<file path="src/rtl/saber_pkg.sv">
// Shared constants and types for the Saber polynomial-multiplier result path.
package saber_pkg;

   localparam int SABER_N      = 256;
   localparam int SABER_EQ     = 13;
   localparam int SABER_EP     = 10;
   localparam int SABER_H1     = 1 << (SABER_EQ - SABER_EP - 1);
   localparam int SABER_LANE_W = 16;
   localparam int BRAM_ADDR_W  = 7;
   localparam int PACK_WORD_W  = 64;
   localparam int PACK_BUF_W   = 2 * PACK_WORD_W;
   localparam int PACK_CNT_W   = $clog2(PACK_BUF_W);

   typedef enum logic [1:0] {
      ST_IDLE  = 2'd0,
      ST_ISSUE = 2'd1,
      ST_DRAIN = 2'd2,
      ST_DONE  = 2'd3
   } packer_state_e;

endpackage

</file>
<file path="src/rtl/polmul_result_packer_lane_round.sv">
// One coefficient lane: keep COEFF_W bits, add the rounding constant, shift down.
module polmul_lane_round #(
   parameter int LANE_W      = 16,
   parameter int COEFF_W     = 13,
   parameter int ROUND_SHIFT = 0,
   parameter int ROUND_CONST = 0,
   parameter int OUT_W       = COEFF_W - ROUND_SHIFT
) (
   input  logic [LANE_W-1:0] lane_in,
   output logic [OUT_W-1:0]  coeff_out
);

   logic [COEFF_W-1:0] c_sum;
   logic               unused_hi;

   // The add wraps naturally at COEFF_W bits, giving the mod 2^COEFF_W result.
   always_comb begin
      c_sum     = lane_in[COEFF_W-1:0] + COEFF_W'(ROUND_CONST);
      coeff_out = OUT_W'(c_sum >> ROUND_SHIFT);
   end

   assign unused_hi = ^lane_in[LANE_W-1:COEFF_W];

endmodule

</file>
<file path="src/rtl/polmul_result_packer.sv">
// Unloads 256 coefficients from the multiplier 4 at a time, rounds them and packs a dense 64-bit stream.
//
// state    | meaning
// ST_IDLE  | waiting for start
// ST_ISSUE | one mul_read per cycle for N_GROUPS cycles
// ST_DRAIN | waiting for in-flight reads to land and the pack buffer to empty
// ST_DONE  | one-cycle done pulse, start ignored
module polmul_result_packer
   import saber_pkg::*;
#(
   parameter int LANE_W      = SABER_LANE_W,
   parameter int COEFF_W     = SABER_EQ,
   parameter int ROUND_SHIFT = 0,
   parameter int ROUND_CONST = 0,
   parameter int READ_LAT    = 1,
   parameter int N_GROUPS    = SABER_N / 4
) (
   input  logic                   clk,
   input  logic                   rst,
   input  logic                   start,
   input  logic [BRAM_ADDR_W-1:0] base_addr,
   output logic                   mul_read,
   input  logic [4*LANE_W-1:0]    coeff4x_in,
   output logic                   wr_en,
   output logic [BRAM_ADDR_W-1:0] wr_addr,
   output logic [PACK_WORD_W-1:0] wr_data,
   output logic                   busy,
   output logic                   done
);

   localparam int OUT_W     = COEFF_W - ROUND_SHIFT;
   localparam int GRP_W     = 4 * OUT_W;
   localparam int GRP_CNT_W = $clog2(N_GROUPS);

   packer_state_e              state_q, state_d;
   logic [GRP_CNT_W-1:0]       grp_cnt_q, grp_cnt_d;
   logic [READ_LAT-1:0]        vpipe_q, vpipe_d;
   logic [BRAM_ADDR_W-1:0]     base_q, base_d;
   logic [PACK_BUF_W-1:0]      pack_q, pack_d;
   logic [PACK_CNT_W-1:0]      bit_cnt_q, bit_cnt_d;
   logic [BRAM_ADDR_W-1:0]     word_idx_q, word_idx_d;
   logic                       wr_en_q, wr_en_d;
   logic [BRAM_ADDR_W-1:0]     wr_addr_q, wr_addr_d;
   logic [PACK_WORD_W-1:0]     wr_data_q, wr_data_d;

   logic                       start_acc;
   logic                       cap_vld;
   logic                       emit;
   logic [OUT_W-1:0]           lane_out [4];
   logic [GRP_W-1:0]           grp_bits;
   logic [PACK_BUF_W-1:0]      pack_app;
   logic [PACK_CNT_W:0]        cnt_app;

   for (genvar k = 0; k < 4; k++) begin : g_lane
      polmul_lane_round #(
         .LANE_W      (LANE_W),
         .COEFF_W     (COEFF_W),
         .ROUND_SHIFT (ROUND_SHIFT),
         .ROUND_CONST (ROUND_CONST),
         .OUT_W       (OUT_W)
      ) u_lane (
         .lane_in   (coeff4x_in[k*LANE_W +: LANE_W]),
         .coeff_out (lane_out[k])
      );
   end

   assign grp_bits = {lane_out[3], lane_out[2], lane_out[1], lane_out[0]};
   assign cap_vld  = vpipe_q[READ_LAT-1];

   always_comb begin
      state_d   = state_q;
      grp_cnt_d = grp_cnt_q;
      base_d    = base_q;
      mul_read  = 1'b0;
      busy      = 1'b1;
      done      = 1'b0;
      start_acc = 1'b0;
      unique case (state_q)
         ST_IDLE: begin
            busy = 1'b0;
            if (start) begin
               start_acc = 1'b1;
               state_d   = ST_ISSUE;
               grp_cnt_d = '0;
               base_d    = base_addr;
            end
         end
         ST_ISSUE: begin
            mul_read = 1'b1;
            if (grp_cnt_q == GRP_CNT_W'(N_GROUPS - 1)) begin
               state_d = ST_DRAIN;
            end else begin
               grp_cnt_d = grp_cnt_q + 1'b1;
            end
         end
         ST_DRAIN: begin
            if (vpipe_q == '0 && bit_cnt_q == '0) begin
               state_d = ST_DONE;
            end
         end
         ST_DONE: begin
            done    = 1'b1;
            state_d = ST_IDLE;
         end
         default: state_d = ST_IDLE;
      endcase
   end

   // Append a captured group at bit_cnt; at most one full word can appear per group.
   always_comb begin
      pack_app = pack_q;
      cnt_app  = {1'b0, bit_cnt_q};
      if (cap_vld) begin
         pack_app = pack_q | ({{(PACK_BUF_W-GRP_W){1'b0}}, grp_bits} << bit_cnt_q);
         cnt_app  = cnt_app + (PACK_CNT_W+1)'(GRP_W);
      end
      emit       = (cnt_app >= (PACK_CNT_W+1)'(PACK_WORD_W));
      pack_d     = emit ? (pack_app >> PACK_WORD_W) : pack_app;
      bit_cnt_d  = emit ? PACK_CNT_W'(cnt_app - (PACK_CNT_W+1)'(PACK_WORD_W)) : cnt_app[PACK_CNT_W-1:0];
      word_idx_d = emit ? word_idx_q + 1'b1 : word_idx_q;
      wr_en_d    = emit;
      wr_addr_d  = emit ? base_q + word_idx_q : wr_addr_q;
      wr_data_d  = emit ? pack_app[PACK_WORD_W-1:0] : wr_data_q;
      vpipe_d    = (vpipe_q << 1) | READ_LAT'(mul_read);
      if (start_acc) begin
         pack_d     = '0;
         bit_cnt_d  = '0;
         word_idx_d = '0;
         vpipe_d    = '0;
      end
   end

   always_ff @(posedge clk) begin
      if (rst) begin
         state_q    <= ST_IDLE;
         grp_cnt_q  <= '0;
         vpipe_q    <= '0;
         base_q     <= '0;
         pack_q     <= '0;
         bit_cnt_q  <= '0;
         word_idx_q <= '0;
         wr_en_q    <= 1'b0;
         wr_addr_q  <= '0;
         wr_data_q  <= '0;
      end else begin
         state_q    <= state_d;
         grp_cnt_q  <= grp_cnt_d;
         vpipe_q    <= vpipe_d;
         base_q     <= base_d;
         pack_q     <= pack_d;
         bit_cnt_q  <= bit_cnt_d;
         word_idx_q <= word_idx_d;
         wr_en_q    <= wr_en_d;
         wr_addr_q  <= wr_addr_d;
         wr_data_q  <= wr_data_d;
      end
   end

   assign wr_en   = wr_en_q;
   assign wr_addr = wr_addr_q;
   assign wr_data = wr_data_q;

endmodule

</file>
<file path="config.mk">
export PLATFORM = sky130hd
export DESIGN_NAME = polmul_result_packer
export DESIGN_NICKNAME = d
export VERILOG_FILES = /design/src/rtl/saber_pkg.sv /design/src/rtl/polmul_result_packer_lane_round.sv /design/src/rtl/polmul_result_packer.sv
export SDC_FILE = /design/constraint.sdc
export NUM_CORES = 1
export LEC_CHECK = 0
export BUFFER_PORTS_ARGS = -buffer_cell sky130_fd_sc_hd__buf_2
export CORE_UTILIZATION = 50
export DETAILED_ROUTE_END_ITERATION = 7
export PLACE_DENSITY_LB_ADDON = 0.15
export SYNTH_ARGS = -nofsm -noshare
export SYNTH_HDL_FRONTEND = slang
export SYNTH_HIERARCHICAL = 1
export SYNTH_SLANG_ARGS = --single-unit
</file>
<file path="constraint.sdc">
create_clock -name clk -period 6.2 [get_ports clk]
set_input_delay 0 -clock clk [delete_from_list [all_inputs] [get_ports clk]]
set_output_delay 0 -clock clk [all_outputs]
set_load 0.005 [all_outputs]
</file>
==> results.sh, run 1 <==
export IMPL_outcome="finished, final reports clean"
export IMPL_diodes=0
export IMPL_wl_met2_um=17200
export IMPL_die_x_um=158
export IMPL_cts_reportedPaths_clkPinSlew_ps=60
export IMPL_yosysUniqueCellTypes=67
export IMPL_synth_area_leaders="dfxtp_1, a211oi_1, nor2_1, mux2i_1, buf_4"
export IMPL_hold_ws_ps=53.6
export IMPL_clkSinkCount=228
export IMPL_ys_ff_latch=228
export IMPL_grt_pass1_wl_um=62400
export IMPL_relSlewSlack_pct=15.4
export IMPL_cts_hold_buffers=19
export IMPL_grt_max_degree=71
export IMPL_cp_slowest_cell="a311o_2"
export IMPL_period_share_pct=59.1
export IMPL_antenna_found_initial=2
export IMPL_cts_buffer_depth=3
export IMPL_gp_congestion=1.00
export IMPL_synth_flop_cell="dfxtp_1"
export IMPL_final_nets=1506
export IMPL_hold_path_class="primary input to register"
export IMPL_wl_um=41900
export IMPL_initial_utilization_pct=51.5
export IMPL_cts_tree="built"
export IMPL_drt_met1_wl_um=18500
export IMPL_yosysSeqAreaShare_pct=37.4
export IMPL_arrival_ps=4140
export IMPL_fp_dieArea_um2=25000
export IMPL_final_setup_tns_ps=0
export IMPL_syn_area_um2=12200
export IMPL_leakage_nw=5.04
export IMPL_htreeDepth=1
export IMPL_fmax_mhz=273
export IMPL_yosys_warnings=6
export IMPL_clockRootBuffer="clkbuf_16"
export IMPL_boundaryPins=149
export IMPL_core_area_um2=23700
export IMPL_cp_startpoint="bit_cnt_q[6]"
export IMPL_cts_setup_buffers=0
export IMPL_async_flop_share_pct=0
export IMPL_ant_nets=0
export IMPL_timing_final_ws_setup_ps=2540
export IMPL_track_usage_pct=33.5
export IMPL_drv_slew=0
export IMPL_port_buffers=136
export IMPL_area_growth_pct=12.8
export IMPL_wl_per_cell_um=23.8
export IMPL_skew_ps=14.0
export IMPL_startpoint_type="register"
export IMPL_power_total_mw=4.50
export IMPL_max_vdd_ir_drop_uv=234
export IMPL_vias=11306
export IMPL_die_h_um=158
export IMPL_synth_edf_count=0
export IMPL_cp_required_ps=6680
export IMPL_drt_vias_per_instance=6.43
export IMPL_hpwl_um=29900
export IMPL_dpl_worst_slack_ps=2600
export IMPL_syn_avg_cell_area_um2=8.85
export IMPL_core_rowCount=56
export IMPL_clk_latency_ps=570
export IMPL_syn_nets=1468
export IMPL_rsz0062_at_grt="false"
export IMPL_first_global_vias=10246
export IMPL_slowest_delay_ps=910
export IMPL_yosys_area_top_type="dfxtp_1"
export IMPL_syn_inst=1379
export IMPL_path_buf_inv=2
export IMPL_r2r_start="bit_cnt_q[6]"
export IMPL_critical_path_max_fanout=59
export IMPL_n_fill_cell=2212
export IMPL_met3_length_um=4160
export IMPL_layout_drive_gt1_share_pct=19.3
export IMPL_end_kind="register"
export IMPL_drc=0
export IMPL_setup_viol=0
export IMPL_regArea_um2=4570
export IMPL_multiInputGateArea_um2=6700
export IMPL_hp_start="coeff4x_in[7]"
export IMPL_path_cells="nor4bb_4 > buf_4 > a311o_2 > nand2_4 > buf_4 > o22ai_1"
export IMPL_dpl_cell_area_um2=12500
export IMPL_ctsResizeCount=0
export IMPL_dr_pass1_iters=6
export IMPL_drt_initial_drc_count=1322
export IMPL_crit_family="compound AO/OA/AOI/OAI gates"
export IMPL_worstMarginPinSlew_ps=1270
export IMPL_path_common_cell="buf_4"
export IMPL_overflow=0
export IMPL_layout_min_cycle_time_ps=3660
export IMPL_hold_violations=0
export IMPL_yosysTopAreaCellShare_pct=37.4
export IMPL_top_layer="met5"
export IMPL_maxCapViolCount=0
export IMPL_finish_instance_area_um2=13800
export IMPL_path_class="register to register"
export IMPL_p_per_area_nw_per_um2=327
export IMPL_cts_buffers=27
==> cells in the final DEF, fill, tap and decap left out, drive strengths merged, types with 21 or more instances in the layout <==
cell,n
a31oi,37
a221oi,23
nand3,21
clkbuf,36
a21oi,80
nand2b,21
dfxtp,228
buf,153
a211oi,111
nand2,75
o22ai,39
mux2,34
mux2i,63
nor2,208
==> worst register-to-register path, delay by kind of cell (launching register included) <==
kind / cells / cell delay (ps)
and+or+nand+nor: 2 / 950
DFF: 1 / 590
AOI/OAI and AO/OA: 2 / 1140
buffers and inverters: 2 / 920
==> path summary, 6_finish.rpt <==
path                  to  slack [ps]  cells past startpoint
min           pack_q[75]          50                      5
max           pack_q[45]        2540                      6
min reg2reg  wr_data[26]         450                      2
max reg2reg   pack_q[45]        2540                      6
==> final cells by class <==
class / instances / share of cell area (%)
multi-input combinational: 973 / 48.7
tap: 319 / 2.90
timing repair buffer: 172 / 7.26
clock buffer: 36 / 5.60
clock inverter: 14 / 1.87
sequential: 228 / 33.2
inverter: 15 / 0.409
==> cells in the mapped netlist, types with 8 or more instances <==
cell type / n
a221oi_1: 23
buf_4: 58
o21ai_0: 13
nand3_1: 21
nor2_1: 208
clkbuf_1: 54
inv_1: 13
xor2_1: 8
a211oi_1: 111
buf_2: 31
mux2_2: 33
nor2b_1: 15
a21oi_1: 80
ha_1: 14
nand2_1: 75
o22ai_1: 39
nand2b_1: 21
a21o_1: 16
mux2i_1: 63
and2_1: 12
a22oi_1: 9
a2111oi_2: 11
dfxtp_1: 228
o2bb2ai_1: 11
a31oi_1: 37
a221o_1: 8
o211ai_1: 8
buf_1: 14
a22o_1: 8
nor3_1: 19
mux4_2: 18
==> per-stage QoR <==
step	instances	util, %
CTS	1757	58.1
finish	1757	58.1
floorplan	1379	-
detailed placement	1688	52.9
global route	1757	58.1
global placement	1688	52.9
==> sequential cells by signal (all words and copies together) (netlist names), named ones only <==
signal	count
wr_en	1
wr_addr	7
state_q	2
pack_q	128
base_q	7
cap_vld	1
grp_cnt_q	6
word_idx_q	7
wr_data	64
bit_cnt_q	3
==> power by group <==
| group | internal (mW) | leakage [nW] | total [mW] | switching, mW |
|---|---|---|---|---|
| sequential | 1.54 | 1.84 | 1.60 | 0.0577 |
| combinational | 0.347 | 2.69 | 1.07 | 0.726 |
| clock | 1.14 | 0.502 | 1.83 | 0.691 |
==> cell families (layout without fill, tap and decap cells) <==
logic type,Yosys count,in the layout,synth area share (%)
AO/OA/AOI/OAI,419,419,25.0
AND/OR/NAND/NOR,411,411,15.4
flip-flops,228,228,37.4
buffers and inverters,178,237,7.95
multiplexers,115,115,11.7
adder cells (fa/ha/maj),15,15,1.60
XOR/XNOR,13,13,0.933
==> metal layers <==
| metal | global-route usage [%] | vias to the layer above |
|---|---|---|
| li1 | - | 5182 |
| met1 | 47.7 | 5408 |
| met2 | 47.7 | 586 |
| met3 | 7.91 | 128 |
| met4 | 14.4 | 2 |
| met5 | 0 | - |
Power figures use the tool's default switching activity.
==> run 2, diff against run 1 <==
--- a/config.mk
+++ b/config.mk
@@ -5,6 +5,7 @@
 export SDC_FILE = /design/constraint.sdc
 export NUM_CORES = 1
 export LEC_CHECK = 0
+export ABC_AREA = 1
 export BUFFER_PORTS_ARGS = -buffer_cell sky130_fd_sc_hd__buf_2
 export CORE_UTILIZATION = 50
 export DETAILED_ROUTE_END_ITERATION = 7
==> constraint.sdc (replaced) <==
create_clock -name clk -period 3.3 [get_ports clk]
set_input_delay 0 -clock clk [delete_from_list [all_inputs] [get_ports clk]]
set_output_delay 0 -clock clk [all_outputs]
set_load 0.005 [all_outputs]
==> run 2 against run 1 <==
Effect of this change:
- first-iteration DRC count decreased by 29%
- clock-buffer cell count unchanged
- sequential share of layout area decreased by 1.4 points
- sequential power increased by 87%
- register-to-register slack got worse by 1800 ps
- core utilization decreased by 1.2 points
- critical endpoint is now pack_q[72]
==> results.sh, run 2 <==
export IMPL_boundaryPins=149
export IMPL_hpwl_um=28300
export IMPL_cts_reportedPaths_clkPinSlew_ps=60
export IMPL_synth_flop_cell="dfxtp_1"
export IMPL_synth_area_leaders="dfxtp_1, nand2_1, nand3_1, inv_1, o21ai_0"
export IMPL_wl_um=39500
export IMPL_cts_setup_buffers=0
export IMPL_syn_inst=2017
export IMPL_leakage_nw=7.49
export IMPL_vias=12811
export IMPL_wl_per_cell_um=16.4
export IMPL_gp_congestion=1.02
export IMPL_cp_required_ps=3770
export IMPL_relSlewSlack_pct=36.5
export IMPL_grtUsageMet3_pct=3.65
export IMPL_drt_initial_drc_count=940
export IMPL_r2r_start="state_q[0]"
export IMPL_r2r_slack_ps=740
export IMPL_syn_avg_cell_area_um2=6.37
export IMPL_timing_rr_end="pack_q[72]"
export IMPL_hp_start="coeff4x_in[2]"
export IMPL_worstMarginPinSlew_ps=952
export IMPL_worstHoldPathCells=5
export IMPL_dpl_worst_slack_ps=770
export IMPL_n_fill_cell=2476
export IMPL_track_usage_pct=30.4
export IMPL_dr_pass1_iters=6
export IMPL_top_usage_layer="met2"
export IMPL_skew_ps=13.7
export IMPL_syn_nets=2106
export IMPL_yosysUniqueCellTypes=42
export IMPL_yosysSeqAreaShare_pct=35.5
export IMPL_synth_edf_count=0
export IMPL_ant_nets=0
export IMPL_first_global_vias=11744
export IMPL_grt_pass1_wl_um=63300
export IMPL_diodes=0
export IMPL_ys_top_cells_by_count="nand2_1, nand3_1, dfxtp_1"
export IMPL_async_flop_share_pct=0
export IMPL_use_met1_pct=37.8
export IMPL_area_growth_pct=11.6
export IMPL_yosysTopAreaCellShare_pct=35.5
export IMPL_period_share_pct=77.7
export IMPL_cts_buffers=26
export IMPL_outcome="finished, final reports clean"
export IMPL_core_rowCount=58
export IMPL_initial_utilization_pct=51.0
export IMPL_drt_vias_per_instance=5.32
export IMPL_htreeDepth=1
export IMPL_setup_viol=0
export IMPL_antenna_found_initial=0
export IMPL_clk_latency_ps=540
export IMPL_p_per_area_nw_per_um2=579
export IMPL_overflow=0
export IMPL_hold_path_class="primary input to register"
export IMPL_hold_end="pack_q[114]"
export IMPL_final_nets=2148
export IMPL_r2r_cells=9
export IMPL_ys_ff_latch=228
export IMPL_synth_most_common_cell="nand2_1"
export IMPL_regMostFlops="pack_q"
export IMPL_maxCapViolCount=0
export IMPL_startpoint_type="register"
export IMPL_grt_max_degree=90
export IMPL_fmax_mhz=390
export IMPL_cts_tree="built"
export IMPL_final_cell_mix="nand2_1, nand3_1, dfxtp_1"
export IMPL_clockRootBuffer="clkbuf_16"
export IMPL_drc=0
export IMPL_die_x_um=162
export IMPL_critical_path_max_fanout=68
export IMPL_cp_startpoint="state_q[0]"
export IMPL_fp_dieArea_um2=26300
export IMPL_max_vdd_ir_drop_uv=407
export IMPL_final_common_cell="nand2_1"
export IMPL_hold_violations=0
export IMPL_drv_slew=0
export IMPL_port_buffers=136
export IMPL_arrival_ps=3030
export IMPL_die_h_um=162
export IMPL_rsz0062_at_grt="false"
export IMPL_yosys_warnings=6
export IMPL_clkSinkCount=228
export IMPL_end_kind="register"
export IMPL_final_setup_tns_ps=0
export IMPL_core_area_um2=25200
export IMPL_cts_buffer_depth=3
export IMPL_largest_reg_flops=128
export IMPL_met2_usage_pct=52.5
export IMPL_syn_area_um2=12800
export IMPL_yosys_area_top_type="dfxtp_1"
export IMPL_layout_drive_gt1_share_pct=12.0
export IMPL_layout_min_cycle_time_ps=2560
export IMPL_timing_final_ws_setup_ps=736
export IMPL_path_class="register to register"
-- run 2: changes by cell type after synthesis, moves of 26 or more --
cell / previous run / this run
nand2_1: 75 / 649
nand3_1: 21 / 280
inv_1: 13 / 209
nor2_1: 208 / 81
o21ai_0: 13 / 129
a211oi_1: 111 / 1
mux2i_1: 63 / 0
o22ai_1: 39 / 0
mux2_2: 33 / 0
o21bai_1: 5 / 32
a21oi_1: 80 / 106
-- run 2: how the worst max path moves through the flow --
stage	end	slack [ps]	depth (start not counted)
after floorplan	pack_q[50]	1560	11
after global placement	pack_q[75]	800	9
after detailed placement	pack_q[72]	770	9
after CTS	pack_q[48]	750	10
after global routing	pack_q[43]	480	10
final	pack_q[72]	740	9
-- run 2: area by class of cell --
type | instances | area (µm²) | area share (%)
sequential | 228 | 4570 | 31.9
clock inverter | 11 | 114 | 0.794
tap | 330 | 413 | 2.88
timing repair buffer | 180 | 1110 | 7.73
multi-input combinational | 1404 | 6530 | 45.6
clock buffer | 36 | 779 | 5.44
inverter | 219 | 822 | 5.73
-- run 2: cell families (layout without fill, tap and decap cells) --
group / Yosys count / in the layout / share of synthesized area (%)
AO/OA/AOI/OAI: 314 / 314 / 13.5
XOR/XNOR: 8 / 8 / 0.604
adder cells (fa/ha/maj): 15 / 15 / 1.52
buffers and inverters: 385 / 446 / 13.6
flip-flops: 228 / 228 / 35.5
AND/OR/NAND/NOR: 1067 / 1067 / 35.2
-- run 2: timing repair --
action | in CTS | in global routing
resized for setup | 0 | 0
hold buffers | 14 | 0
hold endpoints to repair | 17 | 0
-- run 2: metrics by stage --
| step | total power [mW] | hold WS, ps | std cells | instance area, µm² | utilization, % |
|---|---|---|---|---|---|
| after global routing | 8.74 | 119 | 2408 | 14300 | 56.9 |
| after CTS | 8.32 | 59.3 | 2408 | 14300 | 56.9 |
| final | 8.30 | 69.6 | 2408 | 14300 | 56.9 |
| after global placement | 5.33 | 260 | 2347 | 13300 | 52.8 |
| after detailed placement | 5.34 | 273 | 2347 | 13300 | 52.8 |
| after floorplan | 4.67 | 69.1 | 2017 | 12800 | - |
-- run 2: worst max-delay path, cell delays in order (launching register included) --
cell and delay [ps]:
dfxtp_1 360, inv_1 90, ha_1 240, nand2_2 170
inv_2 110, nor2_1 260, inv_2 180, nor2_4 140
buf_4 640, and2_1 220
-- run 2: layer usage --
layer  routed length (µm)  up-vias
li1                     -     6470
met1                16800     5861
met2                18800      391
met3                 2000       89
met4                 1930        0
met5                    0        -
-- run 2: where the power goes --
| group | leakage (nW) | switching, mW | internal, mW |
|---|---|---|---|
| combinational | 5.21 | 1.67 | 0.674 |
| clock | 0.442 | 1.16 | 1.80 |
| sequential | 1.84 | 0.0865 | 2.91 |
| total | 7.49 | 2.92 | 5.38 |
